**src/rtl/truth_table_sweeper_pkg.sv**
```systemverilog
// rtl/truth_table_sweeper_pkg.sv - shared state encoding and helper functions for the truth-table sweeper
package truth_table_sweeper_pkg;

    typedef enum logic [1:0] {
        IDLE  = 2'd0,
        DRIVE = 2'd1,
        DONE  = 2'd2
    } state_e;

    function automatic int clog2(input int value);
        int result;
        result = 0;
        for (int i = 0; i < 31; i++) begin
            if ((1 << i) < value) begin
                result = i + 1;
            end
        end
        return result;
    endfunction

    function automatic logic [15:0] bin2gray(input logic [15:0] bin);
        return bin ^ (bin >> 1);
    endfunction

endpackage

```
**src/rtl/truth_table_sweeper_hold_timer.sv**
```systemverilog
// rtl/truth_table_sweeper_hold_timer.sv - per-vector hold counter; sample marks the last hold cycle
module hold_timer
    import truth_table_sweeper_pkg::*;
#(
    parameter int HOLD_CYCLES = 20
) (
    input  logic clk,
    input  logic rst,
    input  logic restart,
    output logic sample
);

    localparam int CW = (clog2(HOLD_CYCLES) < 1) ? 1 : clog2(HOLD_CYCLES);
    localparam logic [CW-1:0] LAST = CW'(HOLD_CYCLES - 1);

    logic [CW-1:0] cnt_q;
    logic [CW-1:0] cnt_d;

    // Free-running between sweeps; restart aligns count 0 with the first cycle of vector 0.
    always_comb begin
        sample = (cnt_q == LAST);
        cnt_d  = cnt_q + CW'(1);
        if (restart || sample) begin
            cnt_d = '0;
        end
    end

    always_ff @(posedge clk) begin
        if (rst) begin
            cnt_q <= '0;
        end else begin
            cnt_q <= cnt_d;
        end
    end

endmodule

```
**src/rtl/truth_table_sweeper.sv**
```systemverilog
// rtl/truth_table_sweeper.sv - exhaustive stimulus sweep with mismatch counting; SWEEP_GRAY_EN selects Gray-ordered stim
module truth_table_sweeper
    import truth_table_sweeper_pkg::*;
#(
    parameter int N_IN        = 4,
    parameter int N_OUT       = 2,
    parameter int HOLD_CYCLES = 20
) (
    input  logic             clk,
    input  logic             rst,
    input  logic             start,
    input  logic             abort,
    input  logic [N_OUT-1:0] dut_out,
    input  logic [N_OUT-1:0] exp_out,
    output logic [N_IN-1:0]  stim,
    output logic             busy,
    output logic             done,
    output logic             pass,
    output logic [N_IN:0]    err_cnt,
    output logic [N_IN-1:0]  first_fail,
    output logic             first_fail_vld
);

    localparam logic [N_IN:0] ERR_MAX = {1'b1, {N_IN{1'b0}}};

    state_e          state_q, state_d;
    logic [N_IN-1:0] idx_q, idx_d;
    logic [N_IN:0]   err_q, err_d;
    logic [N_IN-1:0] ff_q, ff_d;
    logic            ffv_q, ffv_d;
    logic            start_go;
    logic            sample;
    logic            last_idx;

    hold_timer #(.HOLD_CYCLES(HOLD_CYCLES)) u_hold_timer (
        .clk     (clk),
        .rst     (rst),
        .restart (start_go),
        .sample  (sample)
    );

    always_comb begin
`ifdef SWEEP_GRAY_EN
        stim = N_IN'(bin2gray(16'(idx_q)));
`else
        stim = idx_q;
`endif
    end

    assign last_idx = &idx_q;
    // abort outranks start, and start is ignored while a sweep is running
    assign start_go = start && !abort && (state_q != DRIVE);

    always_comb begin
        state_d = state_q;
        idx_d   = idx_q;
        err_d   = err_q;
        ff_d    = ff_q;
        ffv_d   = ffv_q;
        case (state_q)
            IDLE, DONE: begin
                if (abort) begin
                    state_d = IDLE;
                    idx_d   = '0;
                end else if (start_go) begin
                    state_d = DRIVE;
                    idx_d   = '0;
                    err_d   = '0;
                    ffv_d   = 1'b0;
                end
            end
            DRIVE: begin
                if (abort) begin
                    state_d = IDLE;
                    idx_d   = '0;
                end else if (sample) begin
                    if (dut_out != exp_out) begin
                        if (err_q != ERR_MAX) begin
                            err_d = err_q + (N_IN+1)'(1);
                        end
                        if (!ffv_q) begin
                            ff_d  = stim;
                            ffv_d = 1'b1;
                        end
                    end
                    if (last_idx) begin
                        state_d = DONE;
                    end else begin
                        idx_d = idx_q + N_IN'(1);
                    end
                end
            end
            default: begin
                state_d = IDLE;
                idx_d   = '0;
            end
        endcase
    end

    always_ff @(posedge clk) begin
        if (rst) begin
            state_q <= IDLE;
            idx_q   <= '0;
            err_q   <= '0;
            ff_q    <= '0;
            ffv_q   <= 1'b0;
        end else begin
            state_q <= state_d;
            idx_q   <= idx_d;
            err_q   <= err_d;
            ff_q    <= ff_d;
            ffv_q   <= ffv_d;
        end
    end

    assign busy           = (state_q == DRIVE);
    assign done           = (state_q == DONE);
    assign pass           = done && (err_q == '0);
    assign err_cnt        = err_q;
    assign first_fail     = ff_q;
    assign first_fail_vld = ffv_q;

endmodule

```
**config.mk**
```make
export PLATFORM = sky130hd
export DESIGN_NAME = truth_table_sweeper
export DESIGN_NICKNAME = d
export VERILOG_FILES = /design/src/rtl/truth_table_sweeper_pkg.sv /design/src/rtl/truth_table_sweeper_hold_timer.sv /design/src/rtl/truth_table_sweeper.sv
export SDC_FILE = /design/constraint.sdc
export NUM_CORES = 1
export LEC_CHECK = 0
export ABC_AREA = 1
export ABC_CLOCK_PERIOD_IN_PS = 1800
export BUFFER_PORTS_ARGS = -buffer_cell sky130_fd_sc_hd__buf_4
export CORE_ASPECT_RATIO = 0.9
export CORE_UTILIZATION = 40
export CTS_CLUSTER_SIZE = 14
export DETAILED_ROUTE_END_ITERATION = 8
export SYNTH_ARGS = -nofsm -noshare
export SYNTH_HDL_FRONTEND = slang
export SYNTH_SLANG_ARGS = --single-unit
```
**constraint.sdc**
```tcl
create_clock -name clk -period 1.8 [get_ports clk]
set_clock_uncertainty 0.1 [all_clocks]
set_input_delay 0.27 -clock clk [delete_from_list [all_inputs] [get_ports clk]]
set_output_delay 0.27 -clock clk [all_outputs]
set_load 0.02 [all_outputs]
```
==> results of run 1 <==
==> routing by layer <==
layer  vias to the layer above  track usage [%]  routed length [um]
li1                        557                -                   -
met1                       472             21.4                1130
met2                        21             30.2                1000
met3                         2             5.72                 113
met4                         0             2.44                  14
met5                         -                0                   0
==> placed cells by master (no fill, tap or decap), types with 4 or more instances in the layout <==
master   count
dfxtp_1     20
nand3_1      7
nor2_4       5
nand2_1     34
buf_4       24
inv_1       19
nor3_1       4
ha_1         4
a21oi_1     14
nor2_1      21
nand2_2      6
o21ai_0      6
==> power breakdown <==
| part | total (mW) | switching (mW) | internal (mW) |
|---|---|---|---|
| Clock | 0.226 | 0.143 | 0.0829 |
| Combinational | 0.196 | 0.121 | 0.0746 |
| Sequential | 0.509 | 0.0231 | 0.486 |
==> cell families (layout without fill, tap and decap cells) <==
group	after synthesis	count (layout)	share of synthesized area (%)
AND/OR/NAND/NOR	81	81	33.9
AO/OA/AOI/OAI	25	25	12.4
buffers and inverters	23	50	7.92
flip-flops	21	21	38.0
adder cells (fa/ha/maj)	4	4	4.53
XOR/XNOR	4	4	3.17
==> stage by stage <==
step,setup WS [ns],setup TNS [ns],cells,util (%),area (um2)
floorplan,0.111,0,158,-,1110
global placement,0.259,0,209,52.0,1320
detailed placement,0.181,0,209,52.0,1320
CTS,0.0421,0,213,53.1,1340
global route,-0.0139,-0.0139,213,53.6,1360
finish,0.137,0,213,53.6,1360
==> worst max path at each step <==
stage / cells past startpoint / slack, ns / start / to
2_1_floorplan: 4 / 0.11 / err_cnt[0] / pass
3_3_place_gp: 10 / 0.26 / u_hold_timer.cnt_q[0] / err_cnt[0]
4_1_cts: 5 / 0.04 / err_cnt[0] / pass
6_report: 5 / 0.14 / err_cnt[0] / pass
5_1_grt: 5 / -0.01 / err_cnt[0] / pass
3_5_place_dp: 10 / 0.18 / u_hold_timer.cnt_q[0] / err_cnt[1]
==> sequential cells by signal, indices dropped and copies added (netlist names) <==
| signal | count |
|---|---|
| err_cnt | 5 |
| u_hold_timer.cnt_q | 5 |
| first_fail | 4 |
| stim | 4 |
| state_q | 2 |
| first_fail_vld | 1 |
==> final cells by class <==
| cell class | instances | area, um2 | area share (%) |
|---|---|---|---|
| clock inverters | 1 | 5.00 | 0.369 |
| clock buffers | 3 | 22.5 | 1.66 |
| repair buffers | 24 | 180 | 13.3 |
| well taps | 28 | 35.0 | 2.58 |
| flip-flops and latches | 21 | 422 | 31.1 |
| inverters | 22 | 82.6 | 6.09 |
| multi-input cells | 114 | 609 | 44.9 |
==> repair_timing <==
item                                    4_1_cts  5_1_grt
buffers inserted                              0        0
resized for setup                             0        3
endpoints found under the setup margin        0        2
endpoints found under the hold margin         0        0
==> flow_summary.ini, run 1 <==
[synth]
yosys.area.top_type = dfxtp_1
synth_nets = 170
ys_seq_area_share_pct = 38.0
yosysMostFrequentCell = nand2_1
avgSynthCellArea_um2 = 7.00
syn_area_mm2 = 0.00111
ys_top_cells_by_area = dfxtp_1, nand2_1, nor2_1, inv_1, a21oi_1
async_reset_ff_share_pct = 0
synth-main-ff-cell = dfxtp_1
yosysWarnings = 0
netlist_top_cells_count = nand2_1, dfxtp_1, nor2_1
ys_ff_latch = 21
netlist.area_leader.share_pct = 38.0
syn_inst = 158
synth_edf_count = 0
ys_types = 24

[clocking]
cts_tree = done
cts_sinks = 21
postCtsHoldBufs = 0
cts.clk_slew.worst_paths_ns = 0.11
clk_path_buf_depth = 2
cts_inserted_buffers = 3
root_buffer = clkbuf_4
clk_latency_ns = 0.30
htree_levels = 1

[die]
die_h_um = 51.9
core_mm2 = 0.00253
initial_utilization_pct = 43.7
die_area_mm2 = 0.00298
die_w_um = 57.4
placementRows = 17
num_io_pins = 25

[power_and_ir_drop]
vdd_drop_max_mv = 0.446
p_per_area_mw_per_mm2 = 686
p_leak_nw = 0.607
total_power_mw = 0.930

[drt]
drc = 1
vias = 1052
wl_per_cell_um = 10.6
ant_nets = 0
routed_wl_um = 2260
viasPerCell = 4.94
drtPass1Iterations = 6
first_iter_violations = 28

[worst_setup_path]
cp_num_buf_inv = 2
worstReg2RegStart = u_hold_timer.cnt_q[0]
cp-start-kind = register
cp_cell_sequence = inv_1 -> ha_1 -> nand2_1 -> nor4_2 -> buf_4
reg2reg_slack_ns = 0.20
critPathTopFamily = flip-flops
crit_type = reg -> out
cp.required_ns = 1.43
reg2reg_depth = 10
worst-path-max-fanout = 6
cp_slowest_cell = dfxtp_2
endpoint_kind = output port
cp_slowest_stage_delay_ns = 0.36
cp.arrival_ns = 1.29
reg2reg_to = err_cnt[1]

[min_path]
holdCritPathClass = in -> reg
hp-start = rst
min_to = err_cnt[2]
min_path_cells = 2

[sta]
period_share_pct = 92.4
fmax_mhz = 601
finalCriticalPeriod_ns = 1.66
maxSlewHeadroom_pct = 75.6
setup_viol = 0
finalMaxSlewViolations = 0
hold_violations = 0
rsz0062_at_grt = true
finalHoldWorstSlack_ns = 0.0240
tightestPinTransition_ns = 0.365

[status]
status = finished with violations
violations = DRC

[finish]
n_antenna_cell = 0
drive_above_1_share_pct = 25.9
finalNetCount = 198
syn2layout_area_growth_pct = 22.6
fillerInstances = 258

[placed_design]
port_buffers = 24
hpwl_um = 1770
gp_congestion = 0.796

[global_route]
grtUsageTotal_pct = 17.4
grt_max_degree = 14
first_global_vias = 973
grt-ovfl-total = 0
antenna_found_initial = 0
grt_pass1_wl_um = 4010

[flow_run]
maxCapViolCount = 0
Power figures use the tool's default switching activity.
==> run 2: changes to the inputs <==
- CTS_CLUSTER_SIZE: 14 -> 25
- PLACE_DENSITY_LB_ADDON: not set -> 0.2
==> run 2 against run 1 <==
The flow still finishes with violations (DRC). Sequential power hardly changed. Critical path depth stayed put. Design area is 0.37% lower. Largest cell class unchanged. Flip-flop and latch count stayed put. Worst hold slack hardly changed. Via count stayed put. Routed wire length is 1.5% lower. First-iteration DRC count is 21% lower. Worst setup slack worse by 0.021 ns. Clock-buffer cell count stayed put. Die area stayed put. Critical endpoint unchanged.
==> flow_summary.ini, run 2 (synthesis results as in run 1) <==
[die]
num_io_pins = 25
die_area_mm2 = 0.00298
die_w_um = 57.4
die_h_um = 51.9
placementRows = 17
core_mm2 = 0.00253
initial_utilization_pct = 43.7

[worst_setup_path]
cp_num_buf_inv = 2
reg2reg_slack_ns = 0.17
worst-path-max-fanout = 6
reg2reg_depth = 10
cp.arrival_ns = 1.31
cp_cell_sequence = inv_1 -> ha_1 -> nand2_1 -> nor4_2 -> buf_4
reg2reg_to = err_cnt[1]
critPathTopFamily = flip-flops
crit_end = pass
cp_slowest_stage_delay_ns = 0.37
crit_cells = 5
endpoint_kind = output port
cp_slowest_cell = dfxtp_2
worstReg2RegStart = u_hold_timer.cnt_q[0]
cp.required_ns = 1.43
crit_start = err_cnt[0]
crit_type = reg -> out
cp-start-kind = register

[sta]
hold_violations = 0
setup_viol = 0
period_share_pct = 93.6
setup_tns_ns = 0
maxSlewHeadroom_pct = 76.7
fmax_mhz = 594
finalCriticalPeriod_ns = 1.68
tightestPinTransition_ns = 0.349
finalMaxSlewViolations = 0

[clocking]
clk_latency_ns = 0.31
cts_tree = done
cts_sinks = 21
htree_levels = 1
cts.clk_slew.worst_paths_ns = 0.12
clk_path_buf_depth = 2
cts_inserted_buffers = 3
root_buffer = clkbuf_4

[finish]
n_antenna_cell = 0
syn2layout_area_growth_pct = 22.2
fillerInstances = 257
final_common_cell = nand2_1
utilization_pct = 53.4
drive_above_1_share_pct = 25.9
mostFrequentLayoutCells = nand2_1, buf_4, nor2_1
finalNetCount = 198

[global_route]
grt-ovfl-total = 0
antenna_found_initial = 0
grtUsageTotal_pct = 16.7
first_global_vias = 914
grt_pass1_wl_um = 3820
grt_max_degree = 14

[flow_run]
maxCapViolCount = 0

[placed_design]
port_buffers = 24
hpwl_um = 1760
gp_congestion = 0.802

[min_path]
min_path_cells = 2
holdCritPathClass = in -> reg

[drt]
drtPass1Iterations = 6
viasPerCell = 4.94
routed_wl_um = 2230
ant_nets = 0
wl_per_cell_um = 10.5
drc = 3
first_iter_violations = 22
vias = 1052

[power_and_ir_drop]
p_per_area_mw_per_mm2 = 690
vdd_drop_max_mv = 0.435
p_leak_nw = 0.607

[status]
violations = DRC
status = finished with violations
[run 2: cell counts in the layout (fill, tap and decap cells not counted)]
Identical to the previous run, type by type.
[run 2: area by class of cell]
class | count | area (um2) | area share, %
Tap cell | 28 | 35.0 | 2.59
Clock buffer | 3 | 22.5 | 1.67
Timing Repair Buffer | 24 | 180 | 13.3
Sequential cell | 21 | 422 | 31.2
Inverter | 22 | 82.6 | 6.11
Clock inverter | 1 | 5.00 | 0.370
Multi-Input combinational cell | 114 | 604 | 44.7
[run 2: what timing repair did]
| action | in CTS | in global routing |
|---|---|---|
| setup buffers | 0 | 0 |
| gates resized for setup | 0 | 2 |
| endpoints found under the setup margin | 0 | 1 |
| hold buffers | 0 | 0 |
[run 2: metal layers]
layer,routed length (um),GRT usage [%],vias up
li1,-,-,555
met1,1040,20.6,474
met2,1030,28.3,21
met3,134,4.73,2
met4,16,4.88,0
met5,0,0,-
[run 2: metrics by stage]
stage,cells,setup WS (ns),area (um2),power [mW],hold WS (ns)
finish,213,0.116,1350,0.933,0.0235
floorplan,158,0.111,1110,0.647,0.239
CTS,213,0.0301,1340,0.938,0.0173
global placement,209,0.266,1320,0.707,0.331
global route,213,-0.00156,1350,0.988,0.0165
detailed placement,209,0.180,1320,0.711,0.341
[run 2: worst min-delay path by stage]
stage,startpoint,end
after CTS,rst,err_cnt[2]
after global placement,u_hold_timer.cnt_q[0],u_hold_timer.cnt_q[0]
final,rst,err_cnt[2]
after global routing,rst,state_q[1]
after detailed placement,u_hold_timer.cnt_q[0],u_hold_timer.cnt_q[0]
after floorplan,rst,err_cnt[2]
[run 2: power by group]
| part | switching [mW] | internal [mW] |
|---|---|---|
| clock network | 0.147 | 0.0831 |
| registers | 0.0234 | 0.486 |
| logic | 0.120 | 0.0743 |
| total | 0.290 | 0.643 |
[run 2: worst reg2reg max path: stages, from the launching register on]
cell,delay (ns)
dfxtp_1,0.37
ha_1,0.19
nand2_1,0.09
nor2_2,0.19
nand2_2,0.12
nand2_2,0.09
nand2_2,0.06
nor2_4,0.16
nand2_1,0.08
nand2_1,0.06
nor2_1,0.04
